[src/rtl/regfile_pkg.sv]
// Shared types and helpers for the parametrised register file and its flush sequencer.
package regfile_pkg;

    typedef enum logic {
        IDLE  = 1'b0,
        FLUSH = 1'b1
    } flush_state_e;

    localparam int REG_DATA_W = 32;
    localparam int REG_ADDR_W = 5;

    // Widest packed bus / lane the lane extractor is sized for (4 ports x 64 bits).
    localparam int LANE_BUS_W = 256;
    localparam int LANE_MAX_W = 64;

    function automatic logic [LANE_MAX_W-1:0] get_lane(
        input logic [LANE_BUS_W-1:0] bus,
        input int                    lane,
        input int                    lane_w
    );
        logic [LANE_BUS_W-1:0] shifted;
        logic [LANE_BUS_W-1:0] mask;
        shifted = bus >> (lane * lane_w);
        mask    = ~({LANE_BUS_W{1'b1}} << lane_w);
        return LANE_MAX_W'(shifted & mask);
    endfunction

endpackage

[src/rtl/regfile_flush_ctrl.sv]
// Flush sequencer: walks a counter over every entry, clearing one per cycle, then pulses done.
module regfile_flush_ctrl
    import regfile_pkg::*;
#(
    parameter int ADDR_W = REG_ADDR_W
) (
    input  logic              clk,
    input  logic              clear,
    input  logic              flush_req,
    output logic              busy,
    output logic              flush_done,
    output logic              clr_en,
    output logic [ADDR_W-1:0] clr_add,
    output logic              dbg_state
);

    localparam logic [ADDR_W-1:0] LAST_ADD = '1;

    flush_state_e      state_q, state_d;
    logic [ADDR_W-1:0] cnt_q, cnt_d;
    logic              busy_q, busy_d;
    logic              done_q, done_d;

    always_comb begin
        state_d = state_q;
        cnt_d   = cnt_q;
        done_d  = 1'b0;
        case (state_q)
            IDLE: begin
                if (flush_req) begin
                    state_d = FLUSH;
                    cnt_d   = '0;
                end
            end
            FLUSH: begin
                // Requests arriving mid-flush (including on the final edge) are ignored.
                if (cnt_q == LAST_ADD) begin
                    state_d = IDLE;
                    cnt_d   = '0;
                    done_d  = 1'b1;
                end else begin
                    cnt_d = cnt_q + 1'b1;
                end
            end
            default: begin
                state_d = IDLE;
                cnt_d   = '0;
            end
        endcase
        busy_d = (state_d == FLUSH);
    end

    always_ff @(posedge clk or negedge clear) begin
        if (!clear) begin
            state_q <= IDLE;
            cnt_q   <= '0;
            busy_q  <= 1'b0;
            done_q  <= 1'b0;
        end else begin
            state_q <= state_d;
            cnt_q   <= cnt_d;
            busy_q  <= busy_d;
            done_q  <= done_d;
        end
    end

    assign busy       = busy_q;
    assign flush_done = done_q;
    assign clr_en     = (state_q == FLUSH);
    assign clr_add    = cnt_q;
    assign dbg_state  = logic'(state_q);

endmodule

[src/rtl/register_file_param.sv]
// Parametrised GPR file: NUM_RD combinational read ports, one write port,
// optional hardwired-zero entry 0, optional write bypass, and a sequenced flush.
module register_file_param
    import regfile_pkg::*;
#(
    parameter int DATA_W   = REG_DATA_W,
    parameter int ADDR_W   = REG_ADDR_W,
    parameter int NUM_RD   = 2,
    parameter int ZERO_REG = 1,
    parameter int BYPASS   = 1
) (
    input  logic                     clk,
    input  logic                     clear,
    input  logic                     write_en,
    input  logic [ADDR_W-1:0]        write_add,
    input  logic [DATA_W-1:0]        write_reg,
    input  logic [NUM_RD*ADDR_W-1:0] read_add,
    output logic [NUM_RD*DATA_W-1:0] out_reg,
    output logic                     wr_accept,
    input  logic                     flush_req,
    output logic                     busy,
    output logic                     flush_done,
    output logic                     dbg_flush_state
);

    localparam int DEPTH = 1 << ADDR_W;

    logic [DATA_W-1:0] mem_q [DEPTH];
    logic [DATA_W-1:0] mem_d [DEPTH];

    logic              clr_en;
    logic [ADDR_W-1:0] clr_add;
    logic              wr_store;

    regfile_flush_ctrl #(
        .ADDR_W (ADDR_W)
    ) u_flush_ctrl (
        .clk        (clk),
        .clear      (clear),
        .flush_req  (flush_req),
        .busy       (busy),
        .flush_done (flush_done),
        .clr_en     (clr_en),
        .clr_add    (clr_add),
        .dbg_state  (dbg_flush_state)
    );

    // Writes are refused whenever the flush owns the array, so clear and write never collide.
    assign wr_accept = write_en && !busy;
    assign wr_store  = wr_accept && !((ZERO_REG != 0) && (write_add == '0));

    always_comb begin
        mem_d = mem_q;
        if (clr_en) begin
            mem_d[clr_add] = '0;
        end else if (wr_store) begin
            mem_d[write_add] = write_reg;
        end
    end

    always_ff @(posedge clk or negedge clear) begin
        if (!clear) begin
            for (int i = 0; i < DEPTH; i++) begin
                mem_q[i] <= '0;
            end
        end else begin
            mem_q <= mem_d;
        end
    end

    for (genvar p = 0; p < NUM_RD; p++) begin : g_rd
        logic [LANE_MAX_W-1:0]        add_lane;
        logic [ADDR_W-1:0]            rd_add;
        logic [DATA_W-1:0]            rd_data;
        logic [LANE_MAX_W-ADDR_W-1:0] unused_add_bits;

        assign add_lane        = get_lane(LANE_BUS_W'(read_add), p, ADDR_W);
        assign rd_add          = add_lane[ADDR_W-1:0];
        assign unused_add_bits = add_lane[LANE_MAX_W-1:ADDR_W];

        // Zero entry wins over bypass so entry 0 can never observe write data.
        always_comb begin
            rd_data = mem_q[rd_add];
            if ((ZERO_REG != 0) && (rd_add == '0)) begin
                rd_data = '0;
            end else if ((BYPASS != 0) && wr_accept && (write_add == rd_add)) begin
                rd_data = write_reg;
            end
        end

        assign out_reg[p*DATA_W +: DATA_W] = rd_data;
    end

endmodule

[config.mk]
export PLATFORM = sky130hd
export DESIGN_NAME = register_file_param
export DESIGN_NICKNAME = d
export VERILOG_FILES = /design/src/rtl/regfile_pkg.sv /design/src/rtl/regfile_flush_ctrl.sv /design/src/rtl/register_file_param.sv
export SDC_FILE = /design/constraint.sdc
export NUM_CORES = 2
export LEC_CHECK = 0
export ABC_CLOCK_PERIOD_IN_PS = 6700
export CAP_MARGIN = 5
export CORE_UTILIZATION = 55
export DETAILED_ROUTE_END_ITERATION = 16
export PLACE_DENSITY = 0.72
export SLEW_MARGIN = 10
export SYNTH_ARGS = -nofsm -noshare
export SYNTH_HDL_FRONTEND = slang
export SYNTH_SLANG_ARGS = --single-unit
[constraint.sdc]
create_clock -name clk -period 6.7 [get_ports clk]
set_clock_uncertainty 0.15 [all_clocks]
set_input_delay 1.34 -clock clk [delete_from_list [all_inputs] [get_ports clk]]
set_output_delay 1.34 -clock clk [all_outputs]
set_load 0.02 [all_outputs]
# Yosys cells after proc, flatten, opt, wreduce, memory -nomap -nowiden
# Index checks and enable logic that the tools add are counted.
# totals
register_bits	1031
latchBits	0
ramBits	0
rom_bits	0
inputBits	51
out_inout_bits	68
elab_cells	90
n_memories	0
# op_classes
addsub	1
mul	0
div_mod_pow	0
magnitude_cmp	6
eq_ne	4
n_shift	0
muxes	25
bitwise_logic	7
reduce_logical	12
# op_table
operator	n
$mux 1024	2
$and 1024x1024->1024	1
$bwmux 1024	1
$not 1024->1024	1
$bmux 32 s5	2
$demux 32 s5	2
$mux 32	10
$ge 6x6->1 const B	4
$not 5->6	4
$logic_not 5->1	3
$lt 6x1->1 const B	2
$eq 5x5->1	2
$mux 5	2
$pmux 5 s2	1
$logic_and 1x1->1	6
$add 5x1->5 const B	1
$eq 5x5->1 const B	1
$mux 1	4
$logic_not 1->1	2
$ne 2x2->1 const B	1
$pmux 1 s2	1
$reduce_bool 2->1	1
$not 1->1	1

# Depth between registers and ports, before layout
# logic_depth
ltp_word	8
mapped_depth	10
depth_no_buf	6

# Hierarchy
# From an unflattened synthesis, not the netlist that was laid out.
# unflattened
hier_cells	4044
hier_area_um2	53647.7
# modules_own_cells
mod	instances	cells_each	area_per_inst_um2	seq_area_each_um2
register_file_param	1	4013	53306.1	25624.6
regfile_flush_ctrl	1	31	341.6	175.2

# Least setup slack after synthesis
# Ideal clock, no wire load.
# synth_timing
kind	input-to-output
start	input write_add[4]
end	output out_reg[15]
t_arrival_ns	3.219
t_required_ns	5.210
path_slack_ns	1.991
cell_stages	7
n_path_buf	3
cell_sequence	buf_2 xnor2_1 nand3_2 or4_1 buf_4 buf_2 a211oi_1
# synth_between
elab_chain_cells	4
# synth_lines
element	line_no	source
start, declared	register_file_param.sv:15	input logic [ADDR_W-1:0] write_add,
$eq 5x5->1	register_file_param.sv:86	end else if ((BYPASS != 0) && wr_accept && (write_add == rd_add)) begin
$logic_and 1x1->1	register_file_param.sv:86	
$mux 32	register_file_param.sv:86	
$mux 32	register_file_param.sv:84	if ((ZERO_REG != 0) && (rd_add == '0)) begin
end, declared	register_file_param.sv:18	output logic [NUM_RD*DATA_W-1:0] out_reg,
# Every way passes these cells.

# Worst setup path after layout
# layout_timing
start	input write_add[2]
end	output out_reg[31]
# The elaborated chain is that of the path after synthesis.

==> flow_metrics.tcl <==
set metrics [dict create \
    post-dp-hpwl_mm 141 \
    stdcell_count 5611 \
    cp_slowest_cell "or4_2" \
    crit_chain "clkdlybuf4s50_1 -> xnor2_1 -> nand3_2 -> or4_2 -> buf_4 -> a211oi_2 -> clkdlybuf4s50_1" \
    port_buffers 118 \
    hold_class "flop to flop" \
    p_sw_frac 0.324 \
    hold_path_startpoint "mem_q[1010]" \
    cts-hold-fix-buffers 0 \
    yosysMostFrequentCell "dfrtp_1" \
    cp-start-kind "input pin" \
    fin_crit_ps 6660 \
    worst_slew_pin_slew_ps 1470 \
    r2r_cells 6 \
    p_switching_uw 6200 \
    status "complete, no violations" \
    design_area_um2 61700 \
    fmax_mhz 150 \
    synthTopCellsByArea "dfrtp_1, a22o_1, mux4_2" \
    leakagePower_uw 0.0277 \
    antenna_found_initial 15 \
    drc 0 \
    dieWidth_um 318 \
    placed_cell_area_um2 57800 \
    fp-row-count 115 \
    synthFlopType "dfrtp_1" \
    relSlewSlack 0.0161 \
    synth_edf_count 0 \
    grt_use_met3 0.231 \
    async_flop_share 1.00 \
    routedWlPerCell_um 42.3 \
    cts_tree "built" \
    wl_mm 237 \
    root_buffer "clkbuf_16" \
    avgViaCountPerCell 8.33 \
    syn_inst 4271 \
    setup_violations 0 \
    powerDensity_nw_per_um2 311 \
    syn_nets 4327 \
    grt_use_total 0.465 \
    worst_setup_path_end_kind "primary output" \
    worstHoldPathCells 1 \
    seqPwrFrac 0.418 \
    regToRegSetupSlack_ps 3200 \
    num_vias 46738 \
    finalMaxSlewViolations 0 \
    syn_area_per_cell_um2 12.9 \
    drtAntennaViolNets 0 \
    grt_max_degree 168 \
    worstPathArrival_ps 5170 \
    post-synth-top-area-cell "dfrtp_1" \
    cp_max_fo 18 \
    min_period_over_period 0.995 \
    worstPathRequired_ps 5210 \
    holdPathEnd "mem_q[1010]" \
    die_y_um 318 \
    start_util 0.557 \
    ios 119 \
    p_int_uw 12900 \
    met2_usage 0.617 \
    grt_pass1_vias 45444 \
    synth_top_area_share 0.469 \
    gr-total-overflow 0 \
    clkTransAtPathRegs_ps 60 \
    grt.met1_usage 0.588 \
    clock_sinks 1031 \
    setup_tns_ps 0 \
    reg2reg_to "mem_q[512]" \
    timing.hold.ws_ps 361 \
    htreeDepth 3 \
    clock_latency_ps 740 \
    die_area_um2 101000 \
    syn_area_um2 55000 \
    crit_path_max_incr_delay_ps 1040 \
    firstDrtPassIters 6 \
    drtIter0Drc 8529 \
    post_cts.repair.setup_buffers 0 \
    yosysWarnings 0 \
    dp_cells 5389 \
    nets 4272 \
    hold_viol_final 0 \
    ys_top_cells_by_count "dfrtp_1, a22o_1, clkbuf_1" \
    rsz0062_at_grt "no" \
    pwr-share-clk 0.346 \
    maxCapViolations 0 \
    core_area_um2 98700 \
    grt_pass1_wl_mm 338 \
    r2r-start "u_flush_ctrl.clr_en" \
    cp_common_cell "clkdlybuf4s50_1" \
    cts_max_path_buffers 3 \
    p_total_uw 19100 \
    place.gp.congestion 0.994 \
    p_comb_frac 0.236 \
    synth_seq_cells 1031 \
    critical_path_class "input pin to primary output" \
    cts_made_buffers 112 \
    synthToLayoutAreaGrowth_pct 12.2 \
    ir_drop_v 0.000223 \
    synth_cell_types 77 \
    globalRoute.busiestLayer "met2" \
    ys_seq_area_frac 0.469 \
    drive_gt1_frac 0.222 \
]
## kinds of logic after synthesis
family          Yosys count  synth area share
compound gates         1536             0.231
flops                  1031             0.469
mux                     709             0.202
buf+inv                 570            0.0531
simple gates            408            0.0412
xor+xnor                 12           0.00191
fa+ha+maj                 5           0.00114
## critical path: cells and delay by family
kind                      cells  cell delay (ps)
buffers and inverters         3             1740
and+or+nand+nor               2             1210
AOI/OAI and AO/OA             1              580
xor gates and xnor gates      1              290
## cell type report
type / instances / area [um2]
fill: 7532 / 37000
inverter: 17 / 63.8
tap: 1287 / 1610
timing repair buffer: 384 / 3430
antenna: 13 / 32.5
clock inverter: 51 / 617
sequential: 1031 / 25800
clock buffer: 158 / 3240
multi-input combinational: 2670 / 26900
## worst max path at each step
stage | startpoint | endpoint | slack [ps] | depth (start not counted)
after floorplan | write_add[4] | out_reg[15] | 1990 | 7
after global placement | write_add[2] | out_reg[31] | -20 | 7
after detailed placement | write_add[1] | out_reg[31] | 1 | 7
after CTS | write_add[1] | out_reg[31] | 280 | 7
after global routing | write_add[2] | out_reg[31] | 60 | 7
final | write_add[2] | out_reg[31] | 40 | 7
## through the flow
stage                util  setup slack (ps)
floorplan               -              1990
global placement    0.585             -17.6
detailed placement  0.585              1.45
CTS                 0.624               275
global route        0.624              62.6
finish              0.625              35.9
## placed cells by master (no fill, tap or decap), types with 26 or more instances in the layout
cell type        count
a21oi_1             52
clkdlybuf4s50_1     93
clkinv_2            27
clkbuf_8            26
and2_1              39
nor2b_1             37
nor2_1              72
a21oi_4             31
dfrtp_1           1031
o21ai_0             54
mux2_2              70
o22ai_1             75
a211oi_1            78
nand2_1             46
a221oi_1            62
nor3_1              63
mux4_2             307
mux2i_1            321
a221o_1             51
nor2_4              28
buf_4              259
a22o_1            1011
clkbuf_16          113
## power by group through the flow
stage               registers (uW)  clock network (uW)  logic (uW)
global route                  8090                6820        4610
global placement              8000                   0        4240
finish                        8000                6620        4530
detailed placement            8030                   0        4320
CTS                           7950                6570        4340
floorplan                     7770                   0        2730
## repair_timing
| item | in CTS | in global routing |
|---|---|---|
| setup endpoints to repair | 1 | 0 |
| gates resized for setup | 1 | 0 |
| endpoints found under the hold margin | 0 | 0 |
## state kept, by name, summed over array words and instances (netlist names)
register / cells
mem_q: 1024
u_flush_ctrl.clr_en: 1
u_flush_ctrl.flush_done: 1
u_flush_ctrl.clr_add: 5
## layer usage
metal	vias to the layer above	share of wire
li1	17028	-
met1	23626	0.34
met2	4700	0.39
met3	1364	0.17
met4	20	0.089
met5	-	0.0011
Power figures use the tool's default switching activity.
